**src/rtl/flapjack_pkg.sv**
```systemverilog
// rtl/flapjack_pkg.sv - shared widths and stage-A record for the flapjack operand-fetch slice
package flapjack_pkg;

    // Build configuration of the slice; the regfile is built with the same values.
    localparam int FJ_WIDTH = 16;
    localparam int FJ_COUNT = 8;
    localparam int FJ_OPW   = 8;
    localparam int FJ_IDXW  = $clog2(FJ_COUNT);

    typedef logic [FJ_OPW-1:0]  op_t;
    typedef logic [FJ_IDXW-1:0] idx_t;

    // Decoded op parked in stage A while its operands are read.
    typedef struct packed {
        op_t  op;
        idx_t rs1;
        idx_t rs2;
        idx_t rd;
        logic wr;
    } stage_a_t;

    // True when a writeback this cycle targets the given register.
    function automatic logic wb_hit(input logic wb_valid, input idx_t wb_index, input idx_t idx);
        return wb_valid && (wb_index == idx);
    endfunction

endpackage

```
**src/rtl/flapjack_operand_fetch_if.sv**
```systemverilog
// rtl/flapjack_operand_fetch_if.sv - decode, regfile, writeback and execute signals of the operand-fetch stage
interface flapjack_operand_fetch_if #(
    parameter int WIDTH = 16,
    parameter int COUNT = 8,
    parameter int OPW   = 8
);
    localparam int IDXW = $clog2(COUNT);

    // decode side
    logic             dec_valid;
    logic             dec_ready;
    logic [OPW-1:0]   dec_op;
    logic [IDXW-1:0]  dec_rs1;
    logic [IDXW-1:0]  dec_rs2;
    logic [IDXW-1:0]  dec_rd;
    logic             dec_wr;

    // regfile read ports
    logic [WIDTH-1:0] rf_read_index1;
    logic [WIDTH-1:0] rf_read_index2;
    logic [WIDTH-1:0] rf_read_value1;
    logic [WIDTH-1:0] rf_read_value2;

    // writeback broadcast
    logic             wb_valid;
    logic [IDXW-1:0]  wb_index;
    logic [WIDTH-1:0] wb_value;

    // execute side
    logic             ex_valid;
    logic             ex_ready;
    logic [OPW-1:0]   ex_op;
    logic [WIDTH-1:0] ex_a;
    logic [WIDTH-1:0] ex_b;
    logic [IDXW-1:0]  ex_rd;
    logic             ex_wr;

    // Environment around the stage: decode, regfile, writeback and execute.
    modport master (
        output dec_valid, dec_op, dec_rs1, dec_rs2, dec_rd, dec_wr,
        input  dec_ready,
        input  rf_read_index1, rf_read_index2,
        output rf_read_value1, rf_read_value2,
        output wb_valid, wb_index, wb_value,
        input  ex_valid, ex_op, ex_a, ex_b, ex_rd, ex_wr,
        output ex_ready
    );

    // The operand-fetch stage itself.
    modport slave (
        input  dec_valid, dec_op, dec_rs1, dec_rs2, dec_rd, dec_wr,
        output dec_ready,
        output rf_read_index1, rf_read_index2,
        input  rf_read_value1, rf_read_value2,
        input  wb_valid, wb_index, wb_value,
        output ex_valid, ex_op, ex_a, ex_b, ex_rd, ex_wr,
        input  ex_ready
    );

endinterface

```
**src/rtl/flapjack_scoreboard.sv**
```systemverilog
// rtl/flapjack_scoreboard.sv - pending-write scoreboard with three hazard lookups
module flapjack_scoreboard #(
    parameter int  COUNT = 8,
    localparam int IDXW  = $clog2(COUNT)
) (
    input  logic            clk,
    input  logic            rst,
    input  logic            set_en_i,
    input  logic [IDXW-1:0] set_idx_i,
    input  logic            clr_en_i,
    input  logic [IDXW-1:0] clr_idx_i,
    input  logic [IDXW-1:0] look1_idx_i,
    input  logic [IDXW-1:0] look2_idx_i,
    input  logic [IDXW-1:0] look3_idx_i,
    output logic            busy1_o,
    output logic            busy2_o,
    output logic            busy3_o
);

    logic [COUNT-1:0] pending_q;
    logic [COUNT-1:0] pending_d;

    // Apply the clear first so an issue to the same register on the same edge keeps the bit set.
    always_comb begin
        pending_d = pending_q;
        if (clr_en_i) begin
            pending_d[clr_idx_i] = 1'b0;
        end
        if (set_en_i) begin
            pending_d[set_idx_i] = 1'b1;
        end
    end

    // Pending-bit register.
    always_ff @(posedge clk) begin
        if (rst) begin
            pending_q <= '0;
        end else begin
            pending_q <= pending_d;
        end
    end

    // A writeback landing this cycle resolves the lookup, its value is bypassed by the caller.
    always_comb begin
        busy1_o = pending_q[look1_idx_i] && !(clr_en_i && (clr_idx_i == look1_idx_i));
        busy2_o = pending_q[look2_idx_i] && !(clr_en_i && (clr_idx_i == look2_idx_i));
        busy3_o = pending_q[look3_idx_i] && !(clr_en_i && (clr_idx_i == look3_idx_i));
    end

endmodule

```
**src/rtl/flapjack_operand_fetch.sv**
```systemverilog
// rtl/flapjack_operand_fetch.sv - operand-fetch stage: regfile read, writeback bypass, hazard stall, EX register
module flapjack_operand_fetch
    import flapjack_pkg::*;
#(
    parameter int WIDTH = FJ_WIDTH,
    parameter int COUNT = FJ_COUNT,
    parameter int OPW   = FJ_OPW
) (
    input  logic clk,
    input  logic rst,
    input  logic flush,
    flapjack_operand_fetch_if.slave bus
);

    localparam int IDXW = $clog2(COUNT);

    // stage A
    stage_a_t         a_q, a_d;
    logic             a_valid_q, a_valid_d;

    // EX output register
    logic             ex_valid_q, ex_valid_d;
    logic [OPW-1:0]   ex_op_q, ex_op_d;
    logic [WIDTH-1:0] ex_a_q, ex_a_d;
    logic [WIDTH-1:0] ex_b_q, ex_b_d;
    idx_t             ex_rd_q, ex_rd_d;
    logic             ex_wr_q, ex_wr_d;

    // writebacks that hit the index presented to the regfile on the previous edge
    logic             fwd1_q, fwd1_d;
    logic             fwd2_q, fwd2_d;
    logic [WIDTH-1:0] fwdval1_q, fwdval1_d;
    logic [WIDTH-1:0] fwdval2_q, fwdval2_d;

    logic             haz_rs1, haz_rs2, haz_rd;
    logic             hazard;
    logic             a_adv;
    logic             dec_ready;
    logic             dec_accept;
    idx_t             rd_idx1, rd_idx2;
    logic [WIDTH-1:0] opnd1, opnd2;

    flapjack_scoreboard #(.COUNT(COUNT)) u_sb (
        .clk         (clk),
        .rst         (rst),
        .set_en_i    (a_adv && a_q.wr && !flush),
        .set_idx_i   (a_q.rd),
        .clr_en_i    (bus.wb_valid),
        .clr_idx_i   (bus.wb_index),
        .look1_idx_i (a_q.rs1),
        .look2_idx_i (a_q.rs2),
        .look3_idx_i (a_q.rd),
        .busy1_o     (haz_rs1),
        .busy2_o     (haz_rs2),
        .busy3_o     (haz_rd)
    );

    // Handshake: A advances when its sources and destination are clear and EX has room.
    always_comb begin
        hazard     = haz_rs1 || haz_rs2 || (a_q.wr && haz_rd);
        a_adv      = a_valid_q && !hazard && (!ex_valid_q || bus.ex_ready);
        dec_ready  = !a_valid_q || a_adv;
        dec_accept = bus.dec_valid && dec_ready;
    end

    // A stalled op keeps its own indices on the regfile so the read is refreshed every cycle.
    always_comb begin
        rd_idx1 = (a_valid_q && !a_adv) ? a_q.rs1 : bus.dec_rs1;
        rd_idx2 = (a_valid_q && !a_adv) ? a_q.rs2 : bus.dec_rs2;
        bus.rf_read_index1 = {{(WIDTH-IDXW){1'b0}}, rd_idx1};
        bus.rf_read_index2 = {{(WIDTH-IDXW){1'b0}}, rd_idx2};
    end

    // The regfile returns the pre-write value when the write lands on the read edge; remember it here.
    always_comb begin
        fwd1_d    = wb_hit(bus.wb_valid, bus.wb_index, rd_idx1);
        fwd2_d    = wb_hit(bus.wb_valid, bus.wb_index, rd_idx2);
        fwdval1_d = bus.wb_value;
        fwdval2_d = bus.wb_value;
    end

    // Operand select: live writeback, then captured same-edge writeback, then regfile data.
    always_comb begin
        if (wb_hit(bus.wb_valid, bus.wb_index, a_q.rs1)) begin
            opnd1 = bus.wb_value;
        end else if (fwd1_q) begin
            opnd1 = fwdval1_q;
        end else begin
            opnd1 = bus.rf_read_value1;
        end
        if (wb_hit(bus.wb_valid, bus.wb_index, a_q.rs2)) begin
            opnd2 = bus.wb_value;
        end else if (fwd2_q) begin
            opnd2 = fwdval2_q;
        end else begin
            opnd2 = bus.rf_read_value2;
        end
    end

    // Stage A next state: flush empties it, an accept refills it, an advance alone drains it.
    always_comb begin
        a_d       = a_q;
        a_valid_d = a_valid_q;
        if (flush) begin
            a_valid_d = 1'b0;
        end else if (dec_accept) begin
            a_d.op    = bus.dec_op;
            a_d.rs1   = bus.dec_rs1;
            a_d.rs2   = bus.dec_rs2;
            a_d.rd    = bus.dec_rd;
            a_d.wr    = bus.dec_wr;
            a_valid_d = 1'b1;
        end else if (a_adv) begin
            a_valid_d = 1'b0;
        end
    end

    // EX next state: load on advance, drop when consumed, otherwise hold everything stable.
    always_comb begin
        ex_valid_d = ex_valid_q;
        ex_op_d    = ex_op_q;
        ex_a_d     = ex_a_q;
        ex_b_d     = ex_b_q;
        ex_rd_d    = ex_rd_q;
        ex_wr_d    = ex_wr_q;
        if (flush) begin
            ex_valid_d = 1'b0;
        end else if (a_adv) begin
            ex_valid_d = 1'b1;
            ex_op_d    = a_q.op;
            ex_a_d     = opnd1;
            ex_b_d     = opnd2;
            ex_rd_d    = a_q.rd;
            ex_wr_d    = a_q.wr;
        end else if (bus.ex_ready) begin
            ex_valid_d = 1'b0;
        end
    end

    // Pipeline registers; reset wins over flush.
    always_ff @(posedge clk) begin
        if (rst) begin
            a_q        <= '0;
            a_valid_q  <= 1'b0;
            ex_valid_q <= 1'b0;
            ex_op_q    <= '0;
            ex_a_q     <= '0;
            ex_b_q     <= '0;
            ex_rd_q    <= '0;
            ex_wr_q    <= 1'b0;
            fwd1_q     <= 1'b0;
            fwd2_q     <= 1'b0;
            fwdval1_q  <= '0;
            fwdval2_q  <= '0;
        end else begin
            a_q        <= a_d;
            a_valid_q  <= a_valid_d;
            ex_valid_q <= ex_valid_d;
            ex_op_q    <= ex_op_d;
            ex_a_q     <= ex_a_d;
            ex_b_q     <= ex_b_d;
            ex_rd_q    <= ex_rd_d;
            ex_wr_q    <= ex_wr_d;
            fwd1_q     <= fwd1_d;
            fwd2_q     <= fwd2_d;
            fwdval1_q  <= fwdval1_d;
            fwdval2_q  <= fwdval2_d;
        end
    end

    // Output drive.
    always_comb begin
        bus.dec_ready = dec_ready;
        bus.ex_valid  = ex_valid_q;
        bus.ex_op     = ex_op_q;
        bus.ex_a      = ex_a_q;
        bus.ex_b      = ex_b_q;
        bus.ex_rd     = ex_rd_q;
        bus.ex_wr     = ex_wr_q;
    end

endmodule
```
**src/flat_wrapper.sv**
```systemverilog
// flat-port wrapper written by rule: the top's interface ports become plain ports
module flapjack_operand_fetch_flat import flapjack_pkg::*;
#(
    parameter int WIDTH = FJ_WIDTH,
    parameter int COUNT = FJ_COUNT,
    parameter int OPW   = FJ_OPW
)
  (clk, rst, flush, bus_dec_valid, bus_dec_op, bus_dec_rs1, bus_dec_rs2, bus_dec_rd, bus_dec_wr, bus_dec_ready, bus_rf_read_index1, bus_rf_read_index2, bus_rf_read_value1, bus_rf_read_value2, bus_wb_valid, bus_wb_index, bus_wb_value, bus_ex_valid, bus_ex_op, bus_ex_a, bus_ex_b, bus_ex_rd, bus_ex_wr, bus_ex_ready);
  flapjack_operand_fetch_if #(.WIDTH(WIDTH), .COUNT(COUNT), .OPW(OPW)) bus_i ();
  input  logic clk;
  input  logic rst;
  input  logic flush;
  input wire logic [$bits(bus_i.dec_valid)-1:0] bus_dec_valid;
  input wire logic [$bits(bus_i.dec_op)-1:0] bus_dec_op;
  input wire logic [$bits(bus_i.dec_rs1)-1:0] bus_dec_rs1;
  input wire logic [$bits(bus_i.dec_rs2)-1:0] bus_dec_rs2;
  input wire logic [$bits(bus_i.dec_rd)-1:0] bus_dec_rd;
  input wire logic [$bits(bus_i.dec_wr)-1:0] bus_dec_wr;
  output wire logic [$bits(bus_i.dec_ready)-1:0] bus_dec_ready;
  output wire logic [$bits(bus_i.rf_read_index1)-1:0] bus_rf_read_index1;
  output wire logic [$bits(bus_i.rf_read_index2)-1:0] bus_rf_read_index2;
  input wire logic [$bits(bus_i.rf_read_value1)-1:0] bus_rf_read_value1;
  input wire logic [$bits(bus_i.rf_read_value2)-1:0] bus_rf_read_value2;
  input wire logic [$bits(bus_i.wb_valid)-1:0] bus_wb_valid;
  input wire logic [$bits(bus_i.wb_index)-1:0] bus_wb_index;
  input wire logic [$bits(bus_i.wb_value)-1:0] bus_wb_value;
  output wire logic [$bits(bus_i.ex_valid)-1:0] bus_ex_valid;
  output wire logic [$bits(bus_i.ex_op)-1:0] bus_ex_op;
  output wire logic [$bits(bus_i.ex_a)-1:0] bus_ex_a;
  output wire logic [$bits(bus_i.ex_b)-1:0] bus_ex_b;
  output wire logic [$bits(bus_i.ex_rd)-1:0] bus_ex_rd;
  output wire logic [$bits(bus_i.ex_wr)-1:0] bus_ex_wr;
  input wire logic [$bits(bus_i.ex_ready)-1:0] bus_ex_ready;
  assign bus_i.dec_valid = bus_dec_valid;
  assign bus_i.dec_op = bus_dec_op;
  assign bus_i.dec_rs1 = bus_dec_rs1;
  assign bus_i.dec_rs2 = bus_dec_rs2;
  assign bus_i.dec_rd = bus_dec_rd;
  assign bus_i.dec_wr = bus_dec_wr;
  assign bus_dec_ready = bus_i.dec_ready;
  assign bus_rf_read_index1 = bus_i.rf_read_index1;
  assign bus_rf_read_index2 = bus_i.rf_read_index2;
  assign bus_i.rf_read_value1 = bus_rf_read_value1;
  assign bus_i.rf_read_value2 = bus_rf_read_value2;
  assign bus_i.wb_valid = bus_wb_valid;
  assign bus_i.wb_index = bus_wb_index;
  assign bus_i.wb_value = bus_wb_value;
  assign bus_ex_valid = bus_i.ex_valid;
  assign bus_ex_op = bus_i.ex_op;
  assign bus_ex_a = bus_i.ex_a;
  assign bus_ex_b = bus_i.ex_b;
  assign bus_ex_rd = bus_i.ex_rd;
  assign bus_ex_wr = bus_i.ex_wr;
  assign bus_i.ex_ready = bus_ex_ready;
  flapjack_operand_fetch #(.WIDTH(WIDTH), .COUNT(COUNT), .OPW(OPW)) u_core (.clk(clk), .rst(rst), .flush(flush), .bus(bus_i));
endmodule
```
**config.mk**
```make
export PLATFORM = sky130hd
export DESIGN_NAME = flapjack_operand_fetch_flat
export DESIGN_NICKNAME = d
export VERILOG_FILES = /design/src/rtl/flapjack_pkg.sv /design/src/rtl/flapjack_operand_fetch_if.sv /design/src/rtl/flapjack_scoreboard.sv /design/src/rtl/flapjack_operand_fetch.sv /design/src/flat_wrapper.sv
export SDC_FILE = /design/constraint.sdc
export NUM_CORES = 1
export LEC_CHECK = 0
export ABC_AREA = 1
export BUFFER_PORTS_ARGS = -buffer_cell sky130_fd_sc_hd__buf_2
export CORE_MARGIN = 5
export CORE_UTILIZATION = 40
export DETAILED_ROUTE_END_ITERATION = 12
export GPL_TIMING_DRIVEN = 0
export PLACE_DENSITY = 0.68
export SLEW_MARGIN = 10
export SYNTH_ARGS = -nofsm -noshare
export SYNTH_HDL_FRONTEND = slang
export SYNTH_SLANG_ARGS = --single-unit
```
**constraint.sdc**
```tcl
create_clock -name clk -period 2.57 [get_ports clk]
set_input_delay 0.514 -clock clk [delete_from_list [all_inputs] [get_ports clk]]
set_output_delay 0.514 -clock clk [all_outputs]
set_load 0.02 [all_outputs]
```
[Yosys cells after proc, flatten, opt, wreduce, memory -nomap -nowiden]
Index checks and enable logic that the tools add are counted.
Word-level totals
  input port bits: 75
  register bits after elaboration: 90
  word-level logic and storage cells: 87
  output and inout bits: 78
Cells by class
  equal/unequal tests: 5
  reductions and logical operators: 34
  bitwise gates (word level): 4
  mux-type cells: 22
  $lt $le $gt $ge: 6
Operator list (number)
  two-way mux 16 bit: 4
  logical AND 1 bit: 17
  less-than comparator 3 x 4 -> 1 bit (second input constant): 4
  two-way mux 8 bit: 2
  equality test 3 bit: 5
  binary-select mux 1 bit (select 3 bit): 3
  two-way mux 1 bit: 9
  bitwise AND 8 bit: 1
  logical NOT 1 bit: 8
  inverter 8 bit: 1
  bitwise OR 8 bit: 1
  demux 1 bit (select 3 bit): 2
  >= comparator 3 x 1 -> 1 bit (second input constant): 2
  two-way mux 3 bit: 2
  logical OR 1 bit: 4
  AND reduction 2 bit: 2
  nonzero test 2 bit: 2
  OR reduction 2 bit: 1
  inverter 1 bit: 1

[Logic depth before layout (Yosys ltp)]
Gate-level depths: netlist (run 1).
  depth in word-level cells: 14
  depth in mapped cells: 17
  depth with buffers taken out: 15

[Cells and area by module]
From an unflattened synthesis (run 1), not the netlist that was laid out.
Second synthesis, totals
  cell total of the unflattened synthesis: 753
  area, all modules: 4939.7 um^2
Modules (own cells, without submodules)
  flapjack_operand_fetch: times used 1, area an instance 4179.0 um^2, cells each 603, seq. area each 1641.6 um^2
  flapjack_scoreboard: times used 1, area an instance 760.7 um^2, cells each 150, seq. area each 160.2 um^2

[Worst setup path before layout (run 1)]
OpenSTA, ideal clock, no wires.
  path type: in2out
  start point: input port bus_wb_index[1]
  end point: output port bus_rf_read_index1[1]
  path buffers: 2
  arrival time: 1.784 ns
  cell stages on the path: 12
  setup slack: 0.272 ns
  data required time: 2.056 ns
  cells stage by stage: buf_4 inv_2 nand2_1 nand2_1 nor2_2 nand2_2 nand3_1 nand3_1 o21ai_2 buf_4 nand2_1 nand2_1
On the way
  longest elaborated chain between the ends: 12
  elaborated cells between the ends (all ways): 21
  those cells by class: eq/ne: 3; mux: 1; reduce/logical: 17
RTL lines
  from (decl): RTL line flat_wrapper.sv:25  | input wire logic [$bits(bus_i.wb_index)-1:0] bus_wb_index;
  equality test 3 bit, on equally long branches: RTL line flapjack_scoreboard.sv:45, flapjack_scoreboard.sv:46, flapjack_scoreboard.sv:47
  logical AND 1 bit, on equally long branches: RTL line flapjack_scoreboard.sv:45, flapjack_scoreboard.sv:46, flapjack_scoreboard.sv:47
  logical NOT 1 bit, on equally long branches: RTL line flapjack_scoreboard.sv:45, flapjack_scoreboard.sv:46, flapjack_scoreboard.sv:47
  logical AND 1 bit, on equally long branches: RTL line flapjack_scoreboard.sv:45, flapjack_scoreboard.sv:46, flapjack_scoreboard.sv:47
  logical OR 1 bit / logical AND 1 bit (equally long branches): RTL line flapjack_operand_fetch.sv:60  | hazard = haz_rs1 || haz_rs2 || (a_q.wr && haz_rd);
  logical OR 1 bit *: RTL line flapjack_operand_fetch.sv:60
  logical NOT 1 bit *: RTL line flapjack_operand_fetch.sv:61  | a_adv = a_valid_q && !hazard && (!ex_valid_q || bus.ex_ready);
  logical AND 1 bit * (2 in a row): RTL line flapjack_operand_fetch.sv:61
  logical NOT 1 bit *: RTL line flapjack_operand_fetch.sv:68  | rd_idx1 = (a_valid_q && !a_adv) ? a_q.rs1 : bus.dec_rs1;
  logical AND 1 bit *: RTL line flapjack_operand_fetch.sv:68
  two-way mux 3 bit *: RTL line flapjack_operand_fetch.sv:68
  to (decl): RTL line flat_wrapper.sv:20  | output wire logic [$bits(bus_i.rf_read_index1)-1:0] bus_rf_read_index1;
Mark *: on every way between the ends. The rest lies on a longest branch, timed or not.

[Worst setup path after layout (run 1)]
  start point: register u_core.a_q[1] in the netlist's numbering
  end point: output port bus_rf_read_index1[0]
On the way
  longest elaborated chain between the ends: 12
  elaborated cells between the ends (all ways): 14
  those cells by class: eq/ne: 1; mux: 3; reduce/logical: 10
RTL lines
  from (decl): RTL line flapjack_operand_fetch.sv:18  | stage_a_t a_q, a_d;
  from (signal assigned): RTL line flapjack_operand_fetch.sv:143  | a_q <= '0;
  from (signal assigned): RTL line flapjack_operand_fetch.sv:156  | a_q <= a_d;
  branches (longest 3 deep; another with binary-select mux 1 bit (select 3 bit))
  logical AND 1 bit *: RTL line flapjack_scoreboard.sv:47  | busy3_o = pending_q[look3_idx_i] && !(clr_en_i && (clr_idx_i == look3_idx_i));
  logical AND 1 bit *: RTL line flapjack_operand_fetch.sv:60
  logical OR 1 bit *: RTL line flapjack_operand_fetch.sv:60
  logical NOT 1 bit *: RTL line flapjack_operand_fetch.sv:61
  logical AND 1 bit * (2 in a row): RTL line flapjack_operand_fetch.sv:61
  logical NOT 1 bit *: RTL line flapjack_operand_fetch.sv:68
  logical AND 1 bit *: RTL line flapjack_operand_fetch.sv:68
  two-way mux 3 bit *: RTL line flapjack_operand_fetch.sv:68
Mark *: on every way between the ends. The select of a mux whose other input is x is not followed.

==> results_dict.tcl, run 1 <==
set metrics [dict create \
    status "finished with violations" \
    rrSetupSlack_ps 550 \
    ff2ff_path_depth 16 \
    clkTransAtPathRegs_ps 70 \
    core-area_mm2 0.01152 \
    nets 948 \
    wl_mm 15.51 \
    hold_buffers 0 \
    cp-end-kind "primary output" \
    clock_skew_ps 7.700 \
    whs_endpoint "u_core.fwdval1_q[2]" \
    start_kind "register" \
    worstHoldStart "bus_wb_value[2]" \
    slew_headroom_pct 64.51 \
    pwr-share-clk_pct 38.0 \
    ant_nets 0 \
    comb_power_share_pct 19.3 \
    ys.flop_type "dfxtp_1" \
    place_congestion 0.9317 \
    p_per_area_mw_per_mm2 560.3 \
    insertion_delay_ps 340 \
    netlist.area_leader.share_pct 37.93 \
    timing.critical_path.fanout_max 8 \
    wl_per_cell_um 15.19 \
    design.die.area_mm2 0.01415 \
    period_minus_slack_ps 2573 \
    cts_buffers 9 \
    worstReg2RegStart "u_core.a_q[1]" \
    seqPwrFrac_pct 42.6 \
    h-tree-depth 3 \
    finalInstanceArea_mm2 0.006190 \
    failed_checks "negative setup slack" \
    final_hold_viol_count 0 \
    p_total_w 0.003468 \
    ys_top_cells_by_count "nand2_1, dfxtp_1, nand3_1" \
    num_vias 5132 \
    holdPathStages 3 \
    num_antenna_cells 0 \
    drc 0 \
    arrival_ps 2060 \
    start_util_pct 41.24 \
    via_per_inst 5.026 \
    dpl.hpwl_mm 11.59 \
    netSwitchingFraction_pct 31.14 \
    drt_iter0_markers 486 \
    drtPass1Iterations 5 \
    grt_remaining_overflow 0 \
    grtUsageTotal_pct 21.20 \
    dpl_cell_area_mm2 0.005638 \
    grt_max_degree 19 \
    cts_sinks 90 \
    die_w_um 119.0 \
    antenna_found_initial 0 \
    required_ps 2060 \
    syn_inst 704 \
    leakagePower_nw 2.795 \
    setup.worst_path.class "reg2out" \
    slew_violations 0 \
    synth.yosys.seq_area_share_pct 37.93 \
    synth_edf_count 0 \
    synth_area_mm2 0.004750 \
    areaGrowthSynthToFinish_pct 30.32 \
    async_flop_share_pct 0 \
    cts_buffer_depth 2 \
    synth.avg_cell_area_um2 6.747 \
    grt_pass1_wl_mm 24.28 \
    hold_class "in2reg" \
    num_io_pins 153 \
    synth_seq_cells 90 \
    cts_tree "built" \
    yosys.area.top_type "dfxtp_1" \
    max-vdd-ir-drop_v 0.0003441 \
    drive_gt1_share_pct 28.70 \
    r2r_end "u_core.fwd2_q" \
    internal-power_w 0.002388 \
    finalCritPeriodShare_pct 100.1 \
    portBuffers 123 \
    cap_violations 0 \
    p_switching_w 0.001080 \
    grt_pass1_vias 4709 \
    yosys_warnings 0 \
    dpl_worst_slack_ps -111.3 \
    rsz0062_at_grt "yes" \
    row_count 39 \
    synthTopCellsByArea "dfxtp_1, nand2_1, nand3_1" \
    yosysUniqueCellTypes 29 \
    timing.fmax_mhz 388.7 \
    die_y_um 119.0 \
    cts-root-buf "clkbuf_16" \
    worst_pin_slew_ps 532.4 \
    yosysMostFrequentCell "nand2_1" \
    setup_violations 1 \
    fin_ws_ps -3.009 \
]
-- worst max-delay path by stage --
stage | from | endpoint | cells past startpoint
after global placement | bus_wb_index[0] | bus_rf_read_index1[2] | 12
after floorplan | bus_wb_index[1] | bus_rf_read_index1[1] | 12
after global routing | u_core.a_q[1] | bus_rf_read_index2[0] | 13
after CTS | u_core.a_q[3] | bus_rf_read_index1[2] | 13
final | u_core.a_q[1] | bus_rf_read_index1[0] | 13
after detailed placement | bus_wb_index[0] | bus_rf_read_index1[2] | 12
-- metrics by stage --
step           hold slack [ps]  std cells  utilization [%]  TNS, ps
2_1_floorplan            453.9        729                -        0
3_3_place_gp             446.9        995            48.96   -579.2
3_5_place_dp             449.1        995            48.96   -587.5
4_1_cts                  399.7       1015            52.33        0
5_1_grt                  409.2       1021            53.75   -673.1
6_report                 404.8       1021            53.75   -3.009
-- critical path, cell delays in order, from the launching register on --
cell	delay, ps
dfxtp_2	320
buf_6	130
buf_4	140
nor3_4	130
nand2_1	90
nand2_2	70
nor2_1	40
nand2_1	70
nand3_2	100
o21ai_4	190
buf_6	170
nand2_1	70
nand2_1	80
buf_6	120
-- cells in the final DEF (no fill, tap or decap), types with 3 or more instances in the layout --
cell type and instances:
o211ai_1 32, conb_1 26, buf_6 11, nor2_1 43, buf_8 3, o21ai_0 55, nor2_2 6, a21oi_1 65
clkinv_1 3, dfxtp_1 83, inv_4 3, inv_2 11, dfxtp_4 3, inv_1 57, clkbuf_1 22, dfxtp_2 4
nand2_1 158, buf_4 40, nand2_2 18, buf_2 124, clkbuf_16 9, nand3_2 4, nand4_1 5, nand3_1 70
inv_6 4
-- state kept, by name, summed over array words and instances (netlist names) --
signal and cells:
u_core.bus.ex_b 16, u_core.bus.ex_op 8, u_core.fwd2_q 1, u_core.bus.ex_rd 3, u_core.u_sb.pending_q 8, u_core.a_q 18
u_core.fwdval1_q 16, u_core.fwd1_q 1, u_core.bus.ex_valid 1, u_core.a_valid_q 1, u_core.bus.ex_wr 1, u_core.bus.ex_a 16
-- timing repair --
item                       CTS  global route
gates resized for setup     20            35
setup buffers                4             6
setup endpoints to repair    6             7
pin swaps                    2             7
gates cloned                 0             0
-- logic make-up after synthesis --
group | synth area share [%]
flops | 37.93
buf+inv | 15.83
compound gates | 18.76
other cells | 0.07895
simple gates | 27.40
-- power by group through the flow --
| stage | combinational, W | sequential [W] | clock [W] |
|---|---|---|---|
| floorplan | 0.000396 | 0.00152 | 0 |
| global placement | 0.000600 | 0.00151 | 0 |
| detailed placement | 0.000600 | 0.00151 | 0 |
| CTS | 0.000621 | 0.00148 | 0.00133 |
| global route | 0.000736 | 0.00148 | 0.00140 |
| finish | 0.000671 | 0.00148 | 0.00132 |
-- per-layer routing --
| layer | vias up | global-route usage (%) | part of all wire, % |
|---|---|---|---|
| met1 | 2289 | 28.01 | 43 |
| met4 | 0 | 5.938 | 2.5 |
| met2 | 225 | 34.99 | 47 |
| li1 | 2593 | - | - |
| met5 | - | 0 | 0 |
| met3 | 25 | 4.692 | 7.4 |
-- final cells by class --
cell class              instances  area, µm²
plain buffers                  70      473.0
clock buffers                   9      225.2
clock inverters                 7      71.32
fillers                      1223       5326
inverters                      76      302.8
multi-input cells             493       2377
flip-flops and latches         90       1818
well taps                     143      178.9
repair buffers                133      743.2
Note: power is estimated with default switching activity, not from simulation.
==> run 2: changes to the inputs <==
clock period = 2.9 ns   (was 2.57 ns; I/O delays follow)
==> run 2 against run 1 <==
Net effect: largest power group unchanged; clock power down 11%; global-route usage shrank 0.11 points; cell count shrank 0.98%; critical path type is now in2out; the flow now finishes without violations.
==> results_dict.tcl, run 2 (same netlist as run 1, synthesis figures left out) <==
set metrics [dict create \
    via_per_inst 4.921 \
    num_vias 4975 \
    die_w_um 119.0 \
    post_cts_buffers 0 \
    p_switching_w 0.0009337 \
    dpl_cell_area_mm2 0.005638 \
    cts_resized 0 \
    ff2ff_path_depth 14 \
    setup_violations 0 \
    final.fill_count 1258 \
    internal-power_w 0.002083 \
    arrival_ps 2180 \
    cap_violations 0 \
    rrSetupSlack_ps 820 \
    comb_power_share_pct 17.9 \
    timing.critical_path.fanout_max 10 \
    max-vdd-ir-drop_v 0.0003192 \
    grt_remaining_overflow 0 \
    num_antenna_cells 0 \
    drt_iter0_markers 421 \
    worstReg2RegStart "u_core.a_q[1]" \
    largest_register_ffs 18 \
    wl_mm 15.07 \
    seqPwrFrac_pct 43.4 \
    setup.worst_path.class "in2out" \
    final_cell_mix "nand2_1, buf_2, dfxtp_1" \
    hold_buffers 0 \
    drive_gt1_share_pct 25.35 \
    areaGrowthSynthToFinish_pct 25.18 \
    r2r_end "u_core.u_sb.pending_q[7]" \
    die_y_um 119.0 \
    ant_nets 0 \
    top_register "u_core.a_q" \
    leakagePower_nw 2.712 \
    antenna_found_initial 0 \
    hold_class "reg2reg" \
    row_count 39 \
    drtPass1Iterations 5 \
    start_kind "primary input" \
    clkTransAtPathRegs_ps 60 \
    period_minus_slack_ps 2758 \
    rsz0062_at_grt "no" \
    cts_buffers 9 \
    pwr-share-clk_pct 38.7 \
    status "finished clean" \
    worst_pin_slew_ps 525.9 \
    netSwitchingFraction_pct 30.96 \
    wl_per_cell_um 14.90 \
    crit_path_start "bus_wb_index[1]" \
    required_ps 2320 \
    cp-end-kind "primary output" \
    core-area_mm2 0.01152 \
    grt_pass1_vias 4707 \
    drc 0 \
    start_util_pct 41.24 \
    insertion_delay_ps 340 \
    portBuffers 123 \
    final_hold_viol_count 0 \
    design.die.area_mm2 0.01415 \
    layout_commonest_cell "nand2_1" \
    grt_pass1_wl_mm 24.18 \
    place_congestion 0.9317 \
    p_per_area_mw_per_mm2 507.3 \
    cts-root-buf "clkbuf_16" \
    finalInstanceArea_mm2 0.005946 \
    cts_tree "built" \
    grt_max_degree 19 \
    slew_violations 0 \
    slew_headroom_pct 64.94 \
    setup_tns_ps 0 \
    num_io_pins 153 \
    critPathCapture "bus_rf_read_index1[2]" \
    cts_sinks 90 \
    finalCritPeriodShare_pct 95.11 \
    nets 938 \
    grtUsageTotal_pct 21.09 \
    cts_buffer_depth 2 \
    timing.fmax_mhz 362.5 \
    h-tree-depth 3 \
    clock_skew_ps 7.443 \
    dpl.hpwl_mm 11.59 \
]
==> run 2: cell count changes in the layout (fill, tap and decap cells not counted), moves of 7 or more <==
| cell | previous run | this run |
|---|---|---|
| buf_4 | 40 | 32 |
| buf_6 | 11 | 3 |
| nand2_2 | 18 | 5 |
| buf_2 | 124 | 131 |
| nand2_1 | 158 | 171 |
==> run 2: worst min-delay path by stage <==
stage	startpoint	endpoint	slack, ps	cells after the start
after floorplan	u_core.u_sb.pending_q[0]	u_core.u_sb.pending_q[0]	450	2
after global placement	u_core.bus.ex_op[6]	u_core.bus.ex_op[6]	450	2
after detailed placement	u_core.bus.ex_b[6]	u_core.bus.ex_b[6]	450	2
after CTS	u_core.bus.ex_op[6]	u_core.bus.ex_op[6]	460	2
after global routing	bus_wb_value[6]	u_core.fwdval1_q[6]	480	3
final	u_core.bus.ex_op[6]	u_core.bus.ex_op[6]	460	2
==> run 2: cell type report <==
class	instances	area [µm²]	area share [%]
multi-input cells	493	2292	38.55
repair buffers	123	615.6	10.35
plain buffers	70	465.4	7.828
well taps	143	178.9	3.009
clock inverters	7	71.32	1.199
clock buffers	9	225.2	3.788
inverters	76	290.3	4.882
flip-flops and latches	90	1807	30.39
==> run 2: stage by stage <==
stage	setup slack, ps	cells	total power (W)	utilization (%)	hold slack (ps)
after floorplan	469.7	729	0.001695	-	453.9
after global placement	86.19	995	0.001867	48.96	446.9
after detailed placement	86.65	995	0.001868	48.96	449.1
after CTS	76.82	1011	0.003019	51.53	459.7
after global routing	9.280	1011	0.003149	51.63	475.2
final	141.7	1011	0.003016	51.63	457.7
==> run 2: worst max-delay path, stage by stage <==
cell,delay [ps]
buf_4,160
inv_2,120
nand2_1,80
nand2_1,60
nor2_2,90
nand2_2,110
nand3_1,150
nand3_1,130
o21ai_2,210
buf_6,170
nand2_1,70
nand2_1,80
buf_2,160
==> run 2: power by group through the flow <==
| stage | Clock [W] | Sequential (W) | Combinational, W |
|---|---|---|---|
| after detailed placement | 0 | 0.00134 | 0.000532 |
| after CTS | 0.00118 | 0.00131 | 0.000535 |
| final | 0.00117 | 0.00131 | 0.000539 |
| after global placement | 0 | 0.00134 | 0.000532 |
| after global routing | 0.00124 | 0.00131 | 0.000598 |
| after floorplan | 0 | 0.00134 | 0.000351 |
==> run 2: layer usage <==
metal	global-route usage, %	wire (µm)
met1	27.77	6686
met2	34.60	6998
met4	6.227	391
met3	4.882	989
met5	0	0
==> run 3: changes to the inputs <==
==> constraint.sdc (replaced) <==
create_clock -name clk -period 2.9 [get_ports clk]
set_input_delay 0.435 -clock clk [delete_from_list [all_inputs] [get_ports clk]]
set_output_delay 0.435 -clock clk [all_outputs]
set_load 0.02 [all_outputs]
==> run 3 against run 2 <==
Net effect: combinational power barely moved; design area fell by 0.19%; clock power about the same; hold slack got worse by 130 ps; clock skew increased by 0.58 ps; sequential power hardly changed; wire length barely moved; cell count unchanged; critical endpoint unchanged.
==> results_dict.tcl, run 3 (same netlist as run 1, synthesis figures left out) <==
set metrics [dict create \
    use_met2_pct 34.60 \
    clkTransAtPathRegs_ps 70 \
    num_antenna_cells 0 \
    ant_nets 0 \
    h-tree-depth 3 \
    cp-end-kind "primary output" \
    fin_cells 1011 \
    slew_headroom_pct 65.24 \
    rsz0062_at_grt "no" \
    critPathBufInv 3 \
    max_stage_delay_ps 450 \
    drt_iter0_markers 443 \
    wl_mm 15.07 \
    worstReg2RegStart "u_core.a_q[5]" \
    place_inst 995 \
    leakagePower_nw 2.708 \
    row_count 39 \
    hold_class "in2reg" \
    worstHoldStart "bus_wb_value[1]" \
    via_per_inst 4.927 \
    cts_resized 0 \
    crit_top_cell "nand2_1" \
    nets 938 \
    r2r_end "u_core.u_sb.pending_q[7]" \
    cts_buffers 9 \
    die_y_um 119.0 \
    start_util_pct 41.24 \
    final_cell_mix "nand2_1, buf_2, dfxtp_1" \
    num_io_pins 153 \
    insertion_delay_ps 340 \
    grtUsageTotal_pct 21.09 \
    num_vias 4981 \
    setup_violations 0 \
    cp.depth 12 \
    max-vdd-ir-drop_v 0.0003184 \
    ff2ff_path_depth 13 \
    grt_remaining_overflow 0 \
    portBuffers 123 \
    crit_path_cell_trace "inv_2, nand2_1, nand2_1, nor2_2, nand2_2, nand3_1, nand3_1, o21ai_2, buf_4, nand2_1, nand2_1, buf_2" \
    crit_path_start "u_core.a_q[5]" \
    areaGrowthSynthToFinish_pct 24.95 \
    wl_per_cell_um 14.91 \
    dpl.hpwl_mm 11.59 \
    required_ps 2470 \
    slew_violations 0 \
    cts_buffer_depth 2 \
    drc 0 \
    rrSetupSlack_ps 770 \
    cap_violations 0 \
    setup.worst_path.class "reg2out" \
    drive_gt1_share_pct 24.77 \
    grt_max_degree 19 \
    die_w_um 119.0 \
    met1_usage_pct 27.77 \
    layout_commonest_cell "nand2_1" \
    critical_path.slowest_cell "dfxtp_1" \
    p_per_area_mw_per_mm2 508.0 \
    met3_usage_pct 4.882 \
    drtPass1Iterations 5 \
    antenna_found_initial 0 \
    period_minus_slack_ps 2672 \
    place_congestion 0.9317 \
    grt_pass1_vias 4707 \
    finalCritPeriodShare_pct 92.12 \
    final_hold_viol_count 0 \
    setup_tns_ps 0 \
    post_cts_buffers 0 \
    worst_pin_slew_ps 521.4 \
    clock_skew_ps 8.027 \
    arrival_ps 2240 \
    top_register "u_core.a_q" \
    core-area_mm2 0.01152 \
    timing.fmax_mhz 374.3 \
    grt_pass1_wl_mm 24.18 \
    cts_sinks 90 \
    status "finished clean" \
    timing.critical_path.fanout_max 10 \
    grt_busiest_layer "met2" \
    cts-root-buf "clkbuf_16" \
    start_kind "register" \
    design.die.area_mm2 0.01415 \
    hold_buffers 0 \
    cp_top_family "simple AND/OR/NAND/NOR gates" \
    critPathCapture "bus_rf_read_index1[2]" \
    cts_tree "built" \
    largest_register_ffs 18 \
]
==> run 3: cell counts in the layout (fill, tap and decap cells not counted) <==
Identical to the previous run, type by type.
==> run 3: worst min path at each step <==
stage / end / slack (ps) / cells after the start
after detailed placement: u_core.bus.ex_b[6] / 450 / 2
after global routing: u_core.fwdval1_q[6] / 330 / 3
after CTS: u_core.fwdval1_q[6] / 320 / 3
after floorplan: u_core.u_sb.pending_q[0] / 450 / 2
after global placement: u_core.bus.ex_op[6] / 450 / 2
final: u_core.fwdval1_q[1] / 320 / 3
==> run 3: where the power goes <==
group | switching (W) | total, W | internal [W]
Sequential | 0.0000288 | 0.00131 | 0.00128
Clock | 0.000562 | 0.00117 | 0.000607
Combinational | 0.000343 | 0.000538 | 0.000195
Total | 0.000934 | 0.00301 | 0.00208
==> run 3: area by class of cell <==
| cell class | instances | area (µm²) |
|---|---|---|
| Tap cell | 143 | 178.9 |
| Inverter | 76 | 290.3 |
| Buffer | 70 | 461.7 |
| Clock buffer | 9 | 225.2 |
| Multi-Input combinational cell | 493 | 2290 |
| Clock inverter | 7 | 71.32 |
| Fill cell | 1258 | 5582 |
| Sequential cell | 90 | 1802 |
| Timing Repair Buffer | 123 | 615.6 |
==> run 3: per-layer routing <==
layer / share of wire (%) / wire length, µm / up-vias
met4: 2.5 / 376 / 0
met5: 0 / 0 / -
met1: 44 / 6674 / 2190
met2: 46 / 6974 / 199
li1: - / - / 2569
met3: 6.9 / 1047 / 23
==> run 3: stage by stage <==
step	util [%]	setup slack [ps]	total power, W	hold slack (ps)	cell area (µm²)
after floorplan	-	759.7	0.001695	453.9	4843
after global placement	48.96	376.2	0.001867	446.9	5638
after detailed placement	48.96	376.7	0.001868	449.1	5638
after CTS	51.53	273.7	0.003019	320.7	5934
after global routing	51.53	88.85	0.003147	330.2	5934
final	51.53	228.4	0.003015	323.1	5934
==> run 3: worst register-to-register path, delay by kind of cell (launching register included) <==
kind | cells | cell delay [ps]
AND/OR/NAND/NOR | 9 | 970
buffers and inverters | 3 | 470
AO/OA/AOI/OAI | 1 | 180
flip-flops | 1 | 450
